## config.mk

```make
export PLATFORM = sky130hd
export DESIGN_NAME = cic3_row_readout_ctrl
export DESIGN_NICKNAME = d
export VERILOG_FILES = /design/src/rtl/cic3_row_readout_ctrl.sv
export SDC_FILE = /design/constraint.sdc
export NUM_CORES = 2
export LEC_CHECK = 0
export CORE_AREA = 2 2 264 266
export DETAILED_ROUTE_END_ITERATION = 8
export DIE_AREA = 0 0 266 268
export GPL_TIMING_DRIVEN = 0
export PLACE_DENSITY_LB_ADDON = 0.08
export RECOVER_POWER = 25
export SETUP_SLACK_MARGIN = 0.1
export SYNTH_ARGS = -nofsm -noshare
export SYNTH_HDL_FRONTEND = slang
export SYNTH_SLANG_ARGS = --single-unit
```

## constraint.sdc

```tcl
create_clock -name clk -period 8.45 [get_ports clk]
set_clock_uncertainty 0.15 [all_clocks]
set_input_delay 2.1125 -clock clk [delete_from_list [all_inputs] [get_ports clk]]
set_output_delay 2.1125 -clock clk [all_outputs]
set_load 0.005 [all_outputs]
```

## src/rtl/cic3_row_readout_ctrl.sv

```systemverilog
// rtl/cic3_row_readout_ctrl.sv - capture/drain scheduler for one CIC3 filter row (optional CIC3_RO_PARITY_EN)
module cic3_row_readout_ctrl #(
  parameter int NUM_CHANNELS = 24,
  parameter int DATA_WIDTH   = 25,
  parameter int CNT_W        = 10,
  parameter int CHAN_W       = 5
) (
  input  logic                               clk,
  input  logic                               reset_n,
  input  logic                               enable,
  input  logic [NUM_CHANNELS-1:0]            chan_mask,
  input  logic [CNT_W-1:0]                   capture_period,
  input  logic [CNT_W-1:0]                   capture_phase,
  input  logic [NUM_CHANNELS*DATA_WIDTH-1:0] filt_data,
  input  logic                               rd_ready,
  input  logic                               clear_overrun,
  output logic                               rd_valid,
  output logic [DATA_WIDTH-1:0]              rd_data,
  output logic [CHAN_W-1:0]                  rd_chan,
  output logic                               rd_last,
  output logic                               busy,
  output logic                               overrun
`ifdef CIC3_RO_PARITY_EN
  ,
  output logic                               rd_parity
`endif
);

  typedef enum logic {IDLE, SEND} state_t;

  state_t                  state;
  logic [CNT_W-1:0]        cnt;
  logic [NUM_CHANNELS-1:0] pend;
  logic [DATA_WIDTH-1:0]   shadow [NUM_CHANNELS];
`ifdef CIC3_RO_PARITY_EN
  logic [NUM_CHANNELS-1:0] shadow_par;
  logic                    par_nxt;
`endif

  logic                    cap;
  logic                    load;
  logic                    hs;
  logic [NUM_CHANNELS-1:0] pend_clr;
  logic [NUM_CHANNELS-1:0] pend_nxt;
  logic [CHAN_W-1:0]       cur_nxt;
  logic                    last_nxt;
  logic                    valid_nxt;
  logic [DATA_WIDTH-1:0]   data_nxt;

  assign cap  = enable && (cnt == capture_phase);
  assign load = (state == IDLE) && cap && (chan_mask != '0);
  assign hs   = rd_valid && rd_ready;

  // Next pending set and the beat it exposes; outputs are registered from these so they stay stable under backpressure
  always_comb begin
    pend_clr = pend;
    if (hs) pend_clr[rd_chan] = 1'b0;
    pend_nxt  = load ? chan_mask : pend_clr;
    valid_nxt = (pend_nxt != '0);
    last_nxt  = valid_nxt && ((pend_nxt & (pend_nxt - 1'b1)) == '0);
    cur_nxt   = '0;
    for (int i = NUM_CHANNELS - 1; i >= 0; i--) begin
      if (pend_nxt[i]) cur_nxt = CHAN_W'(i);
    end
    // On the capture cycle the snapshot is not yet in shadow, so take the first beat straight from the filter bus
    data_nxt = load ? filt_data[cur_nxt*DATA_WIDTH +: DATA_WIDTH] : shadow[cur_nxt];
`ifdef CIC3_RO_PARITY_EN
    par_nxt = load ? ^filt_data[cur_nxt*DATA_WIDTH +: DATA_WIDTH] : shadow_par[cur_nxt];
`endif
  end

  // Free-running capture counter, parked at zero while disabled
  always_ff @(posedge clk or negedge reset_n) begin
    if (!reset_n) begin
      cnt <= '0;
    end else if (!enable) begin
      cnt <= '0;
    end else begin
      cnt <= (cnt == capture_period) ? '0 : cnt + 1'b1;
    end
  end

  // Snapshot all channels on an accepted capture; held untouched for the rest of the frame
  always_ff @(posedge clk or negedge reset_n) begin
    if (!reset_n) begin
      for (int k = 0; k < NUM_CHANNELS; k++) shadow[k] <= '0;
`ifdef CIC3_RO_PARITY_EN
      shadow_par <= '0;
`endif
    end else if (load) begin
      for (int k = 0; k < NUM_CHANNELS; k++) begin
        shadow[k] <= filt_data[k*DATA_WIDTH +: DATA_WIDTH];
`ifdef CIC3_RO_PARITY_EN
        shadow_par[k] <= ^filt_data[k*DATA_WIDTH +: DATA_WIDTH];
`endif
      end
    end
  end

  // Frame FSM with registered beat outputs and sticky overrun
  always_ff @(posedge clk or negedge reset_n) begin
    if (!reset_n) begin
      state    <= IDLE;
      pend     <= '0;
      rd_valid <= 1'b0;
      rd_data  <= '0;
      rd_chan  <= '0;
      rd_last  <= 1'b0;
      busy     <= 1'b0;
      overrun  <= 1'b0;
`ifdef CIC3_RO_PARITY_EN
      rd_parity <= 1'b0;
`endif
    end else begin
      case (state)
        IDLE: if (load) state <= SEND;
        SEND: if (hs && rd_last) state <= IDLE;
        default: state <= IDLE;
      endcase
      pend     <= pend_nxt;
      rd_valid <= valid_nxt;
      busy     <= valid_nxt;
      rd_last  <= last_nxt;
      rd_chan  <= valid_nxt ? cur_nxt : '0;
      rd_data  <= valid_nxt ? data_nxt : '0;
`ifdef CIC3_RO_PARITY_EN
      rd_parity <= valid_nxt && par_nxt;
`endif
      // A capture that finds a frame still in flight is lost; setting beats clearing in the same cycle
      if (cap && (state == SEND)) overrun <= 1'b1;
      else if (clear_overrun)     overrun <= 1'b0;
    end
  end

endmodule

```

**Word-level counts from Yosys, hierarchy flattened**

Cells that the tools add are included.

- Register bits: 668
- Input port bits: 649
- Output and inout bits: 34
- Logic and storage cells: 99

- $add $sub $neg: 2
- Multiply operators: 1
- Magnitude comparators: 3
- Eq/ne operators: 2
- Shift operators: 1
- Muxes and demuxes: 41
- Bitwise logic cells: 5
- Reductions and logical operators: 12

Operators with widths:

| operator | count |
|---|---|
| variable part select 600 x 11 -> 25 bit | 1 |
| binary-select mux 25 bit (select 5 bit) | 1 |
| two-way mux 5 bit | 25 |
| two-way mux 25 bit | 4 |
| AND 24 bit | 2 |
| two-way mux 24 bit | 2 |
| nonzero test 24 bit | 2 |
| zero test 24 bit | 1 |
| NOT 24 bit | 1 |
| subtractor 24 x 1 -> 24 bit (second input constant) | 1 |
| equality test 10 bit | 2 |
| two-way mux 10 bit | 2 |
| adder 10 x 1 -> 10 bit (second input constant) | 1 |
| multiplier 5 x 5 -> 10 bit (second input constant) | 1 |
| logical AND 1 bit | 8 |
| greater-or-equal comparator 6 bit (second input constant) | 1 |
| < comparator 5 x 6 -> 1 bit (second input constant) | 1 |
| NOT 5 -> 6 bit | 1 |
| demux 1 bit (select 5 bit) | 1 |
| greater-or-equal comparator 5 x 1 -> 1 bit (second input constant) | 1 |
| two-way mux 1 bit | 5 |
| one-hot mux 1 bit (2 select lines) | 1 |
| nonzero test 2 bit | 1 |
| NOT 1 bit | 1 |

**Longest topological paths before layout**

- Depth after elaboration: 38
- Depth in mapped cells: 20
- Depth with buffers taken out: 14

**Worst setup path after synthesis**

Ideal clock, no wire load.

- Path kind: input port to flip-flop
- From: input port chan_mask[16]
- To: register rd_data[15]
- Library setup time: 0.120 ns
- Data arrival time: 5.354 ns
- Required time: 8.180 ns
- Setup slack: 2.825 ns
- Stages: 16
- Path buffers: 4
- Cell sequence: buf_2 > nor4_1 > nand4_1 > o21ba_1 > buf_6 > nand2_2 > mux2_2 > nor2_1 > nor2_8 > inv_2 > buf_6 > clkbuf_1 > mux2_2 > a22oi_1 > nand4_1 > and4_1

- Elaborated cells between the ends (all ways): 36
- Classes of those cells: 1 x mul; 1 x shift; 30 x mux; 1 x bitwise; 3 x reduce/logical

RTL lines:

| what | line | text |
|---|---|---|
| from (decl) | 11 | `input logic [NUM_CHANNELS-1:0] chan_mask,` |
| nonzero test 24 bit (*) | 51 | `assign load = (state == IDLE) && cap && (chan_mask != '0);` |
| logical AND 1 bit (*) | 51 |  |
| two-way mux 24 bit (*) | 58 | `pend_nxt = load ? chan_mask : pend_clr;` |
| net pend_nxt[0] | 44 | `logic [NUM_CHANNELS-1:0] pend_nxt;` |
| branches (longest 6 deep; another with multiplier 5 x 5 -> 10 bit) | n/a |  |
| two-way mux 25 bit (*) | 125 | `rd_data <= valid_nxt ? data_nxt : '0;` |
| to (signal assigned) | 125 |  |
| to (decl) | 18 | `output logic [DATA_WIDTH-1:0] rd_data,` |

Mark *: on every way through the listed nets, which the timed path passes. The select of a mux whose other input is x is not followed.
A chain may end at the register's enable or synchronous reset.

**Worst setup path after layout**

- From: input port capture_phase[1]
- To: register rd_data[5]

- Cells in the longest elaborated chain, start to end: 35
- Elaborated cells between the ends (all ways): 38
- Classes of those cells: 1 x mul; 1 x eq/ne; 1 x shift; 30 x mux; 1 x bitwise; 4 x reduce/logical

RTL lines:

| what | line | text |
|---|---|---|
| from (decl) | 13 | `input logic [CNT_W-1:0] capture_phase,` |
| equality test 10 bit (*) | 50 | `assign cap = enable && (cnt == capture_phase);` |
| logical AND 1 bit (*) | 50 |  |
| logical AND 1 bit (*) (2 in series) | 51 |  |
| branches (longest 30 deep; another with two-way mux 24 bit) | n/a |  |
| two-way mux 25 bit (*) | 125 |  |

Every way passes the cells marked *. The select of a mux whose other input is x is not followed.

==> key figures <==
Placement
  • Final GP Congestion: 1.05
  • Dpl cells: 5980
  • PortBufs: 680
  • Post-DP HPWL: 136000 um

Critical path
  • WP data required: 8.80 ns
  • Crit end category: flop
  • Startpoint Class: input port
  • Critical path class: input port to flop
  • Crit Path Max Fanout: 10
  • Reg2reg path depth: 18
  • Arrival @ worst endpoint: 8.61 ns

Power
  • Worst IR Drop VDD: 0.147 mV
  • Pwr/cell area: 201 nW/um2
  • Total power: 9620 uW
  • P_leak: 0.0229 uW

Cells and area
  • Final cell count without fillers: 6141
  • Share of layout cells above drive strength 1: 0.0755
  • Filler cells: 5623
  • NumNets Final: 5826
  • Area grow syn2layout: 28.8%
  • Multi-input logic area: 19000 um2
  • Register Area: 16700 um2

Routing
  • Via Count: 38602
  • Detailed Route WL: 175000 um
  • DR vias/cell: 6.29
  • Post-route ant nets: 0
  • DRC violations left: 0
  • Iteration count of the initial detailed-routing pass: 8
  • 1st-iter DRT viols: 5382
  • DR WL/cell: 28.5 um

Yosys
  • Yosys warns: 0
  • Primary FF master, synth: dfrtp_1
  • Syn_nets: 5062
  • Synth async-reset ratio: 1.00
  • Yosys reg bits: 668
  • Mapped cell area: 37100 um2
  • Mean Syn Cell Area: 8.42 um2
  • Sequential element share of the synthesized area: 0.450
  • Synth unique cells: 74
  • Syn Inst Count: 4412
  • EDFF count, synth: 0

GRT
  • GR peak layer: met2
  • M2 GR Usage: 0.703
  • Initial antenna violation count: 37
  • First-pass GRT wire length: 248000 um
  • Global routing met3 resource utilization: 0.148
  • GRT Total Usage: 0.483
  • Met1 Usage GRT: 0.587
  • Vias in the first global route: 37060
  • Largest net degree at the start of global routing: 116
  • Gr ovfl total: 0

Timing
  • Tmin final: 8.26 ns
  • Fmax achieved: 0.121 GHz
  • Setup violators final: 0
  • RSZ-0062 raised after global routing: no
  • Final Hold Violating Endpoints: 0
  • Crit share post-route: 0.978
  • Pins over their slew limit: 479
  • Max_slew headroom: -1.07
  • Worst slew pin tran: 3.11 ns

Run
  • Max-Cap Viols: 5

Die
  • I/O pin cnt: 683
  • DIE WIDTH: 266 um
  • Core area: 68200 um2
  • Die Footprint: 71300 um2
  • Die H: 268 um
  • Initial Utilization: 0.544
  • Row count: 96

Clock network
  • Clk_lat worst skew: 0.64 ns
  • CTS H-tree depth: 3
  • Cts bufs inserted: 76
  • CTS root buf: clkbuf_16
  • Post-CTS Repair Setup Buffers: 0
  • TritonCTS clock tree: built
  • Clk buf depth: 3
  • Clk pin slew, worst setup/hold paths: 0.07 ns
  • CTS sink cnt: 668

Outcome
  • Failing checks: capacitance limit, slew limit
  • Outcome: complete, but fails checks

Min path
  • Hold Path Cell Cnt: 2
  • Min-delay worst type: flop to flop
==> cell usage in the layout, fill, tap and decap left out, drive strengths merged, types with 16 or more instances in the layout <==
| master | instances |
|---|---|
| inv | 16 |
| a21boi | 25 |
| a2111oi | 25 |
| o211ai | 29 |
| a22oi | 171 |
| nand2 | 2013 |
| o21ai | 78 |
| dfrtp | 668 |
| diode | 26 |
| o22a | 72 |
| and3 | 30 |
| mux2i | 259 |
| nand4 | 37 |
| and4 | 26 |
| mux2 | 131 |
| xnor2 | 22 |
| a22o | 25 |
| mux4 | 24 |
| nor2 | 36 |
| nand3 | 121 |
| clkdlybuf4s50 | 679 |
| o21a | 33 |
| buf | 89 |
| a2bb2oi | 49 |
| a21oi | 99 |
| clkbuf | 361 |
==> per-stage QoR <==
stage / setup TNS [ns] / util / area, um2 / setup slack, ns / hold WS (ns)
floorplan: 0 / - / 37100 / 2.83 / 0.280
global placement: - / 0.660 / 45100 / -25.55 / 0.290
detailed placement: -0.325 / 0.663 / 45200 / -0.106 / 0.299
CTS: 0 / 0.701 / 47900 / 0.514 / 0.312
global route: 0 / 0.701 / 47800 / 0.256 / 0.325
finish: 0 / 0.701 / 47800 / 0.190 / 0.312
==> logic make-up after synthesis <==
| group | Yosys count | share of synthesized area |
|---|---|---|
| flops | 668 | 0.450 |
| mux | 414 | 0.126 |
| simple gates | 2320 | 0.252 |
| xor+xnor | 28 | 0.00660 |
| compound gates | 636 | 0.127 |
| fa+ha+maj | 2 | 0.000606 |
| buf+inv | 344 | 0.0381 |
==> repair_timing <==
item                       CTS  global route
hold endpoints to repair     0             0
setup endpoints to repair    0             3
hold buffers                 0             0
resized for setup            0             3
==> synthesized netlist by cell type, drive strengths merged (4+ instances only) <==
cell type | number | area [um2]
a2111oi | 25 | 344
a21boi | 25 | 188
a21oi | 99 | 499
a22o | 25 | 219
a22oi | 171 | 1280
a2bb2oi | 49 | 429
and3 | 30 | 188
and4 | 26 | 228
buf | 87 | 449
clkbuf | 242 | 908
dfrtp | 668 | 16700
inv | 15 | 56.3
mux2 | 131 | 1550
mux2i | 259 | 2590
mux4 | 24 | 541
nand2 | 2013 | 7560
nand3 | 121 | 606
nand4 | 37 | 231
nor2 | 36 | 151
nor3 | 14 | 81.3
nor4 | 8 | 50.1
o211ai | 29 | 218
o21a | 33 | 248
o21ai | 78 | 394
o22a | 72 | 631
or2 | 4 | 25.0
or3 | 10 | 62.6
xnor2 | 22 | 193
xor2 | 6 | 52.6
==> worst max-delay path, stage by stage <==
cell and delay [ns]:
clkdlybuf4s50_1 0.45, xnor2_1 0.21, nand4_1 0.16, nor3_2 0.61, buf_2 0.36, nand2_1 0.25, nor3b_1 0.27, nor3_1 0.11
nor2_2 0.83, nor2_8 0.05, inv_2 0.20, buf_2 0.42, buf_2 0.59, clkbuf_1 0.49, nand3_1 0.13, a21oi_1 0.49
o211ai_1 0.45, and4_1 0.39
==> state kept, by name (all words and copies together), names as in the netlist <==
signal,cells
busy,1
cnt,10
overrun,1
pend,24
rd_chan,5
rd_data,25
rd_last,1
shadow,600
state,1
==> per-layer routing <==
| layer | up-vias | wire length (um) | share of wire |
|---|---|---|---|
| li1 | 16508 | - | - |
| met1 | 18441 | 61100 | 0.35 |
| met2 | 2876 | 73900 | 0.42 |
| met3 | 753 | 21900 | 0.12 |
| met4 | 24 | 17900 | 0.10 |
| met5 | - | 178 | 0.0010 |
==> area by class of cell <==
type,count,area share
Inverter,15,0.00118
Antenna cell,26,0.00136
Tap cell,882,0.0231
Sequential cell,668,0.349
Clock inverter,21,0.00541
Clock buffer,114,0.0495
Multi-Input combinational cell,3400,0.398
Buffer,329,0.0284
Timing Repair Buffer,686,0.144
==> power by group <==
part	internal, uW	total [uW]	leakage [uW]	switching [uW]
Sequential	3280	3360	0.00930	73.1
Clock	2110	3550	0.00132	1430
Combinational	1030	2720	0.0123	1690
==> final timing paths <==
kind                                              start                      end  slack [ns]
worst max-delay path                   capture_phase[1]     rd_data[5]$_DFF_PN0_        0.19
worst min-delay path            shadow[528]$_DFFE_PN0P_  shadow[528]$_DFFE_PN0P_        0.31
worst max register to register         cnt[6]$_DFF_PN0_     rd_data[5]$_DFF_PN0_        1.57
worst min register to register  shadow[528]$_DFFE_PN0P_  shadow[528]$_DFFE_PN0P_        0.31
max in group asynchronous                       reset_n  shadow[284]$_DFFE_PN0P_        1.79
min in group asynchronous                       reset_n         cnt[5]$_DFF_PN0_        2.16
(Power assumes the default switching activity.)
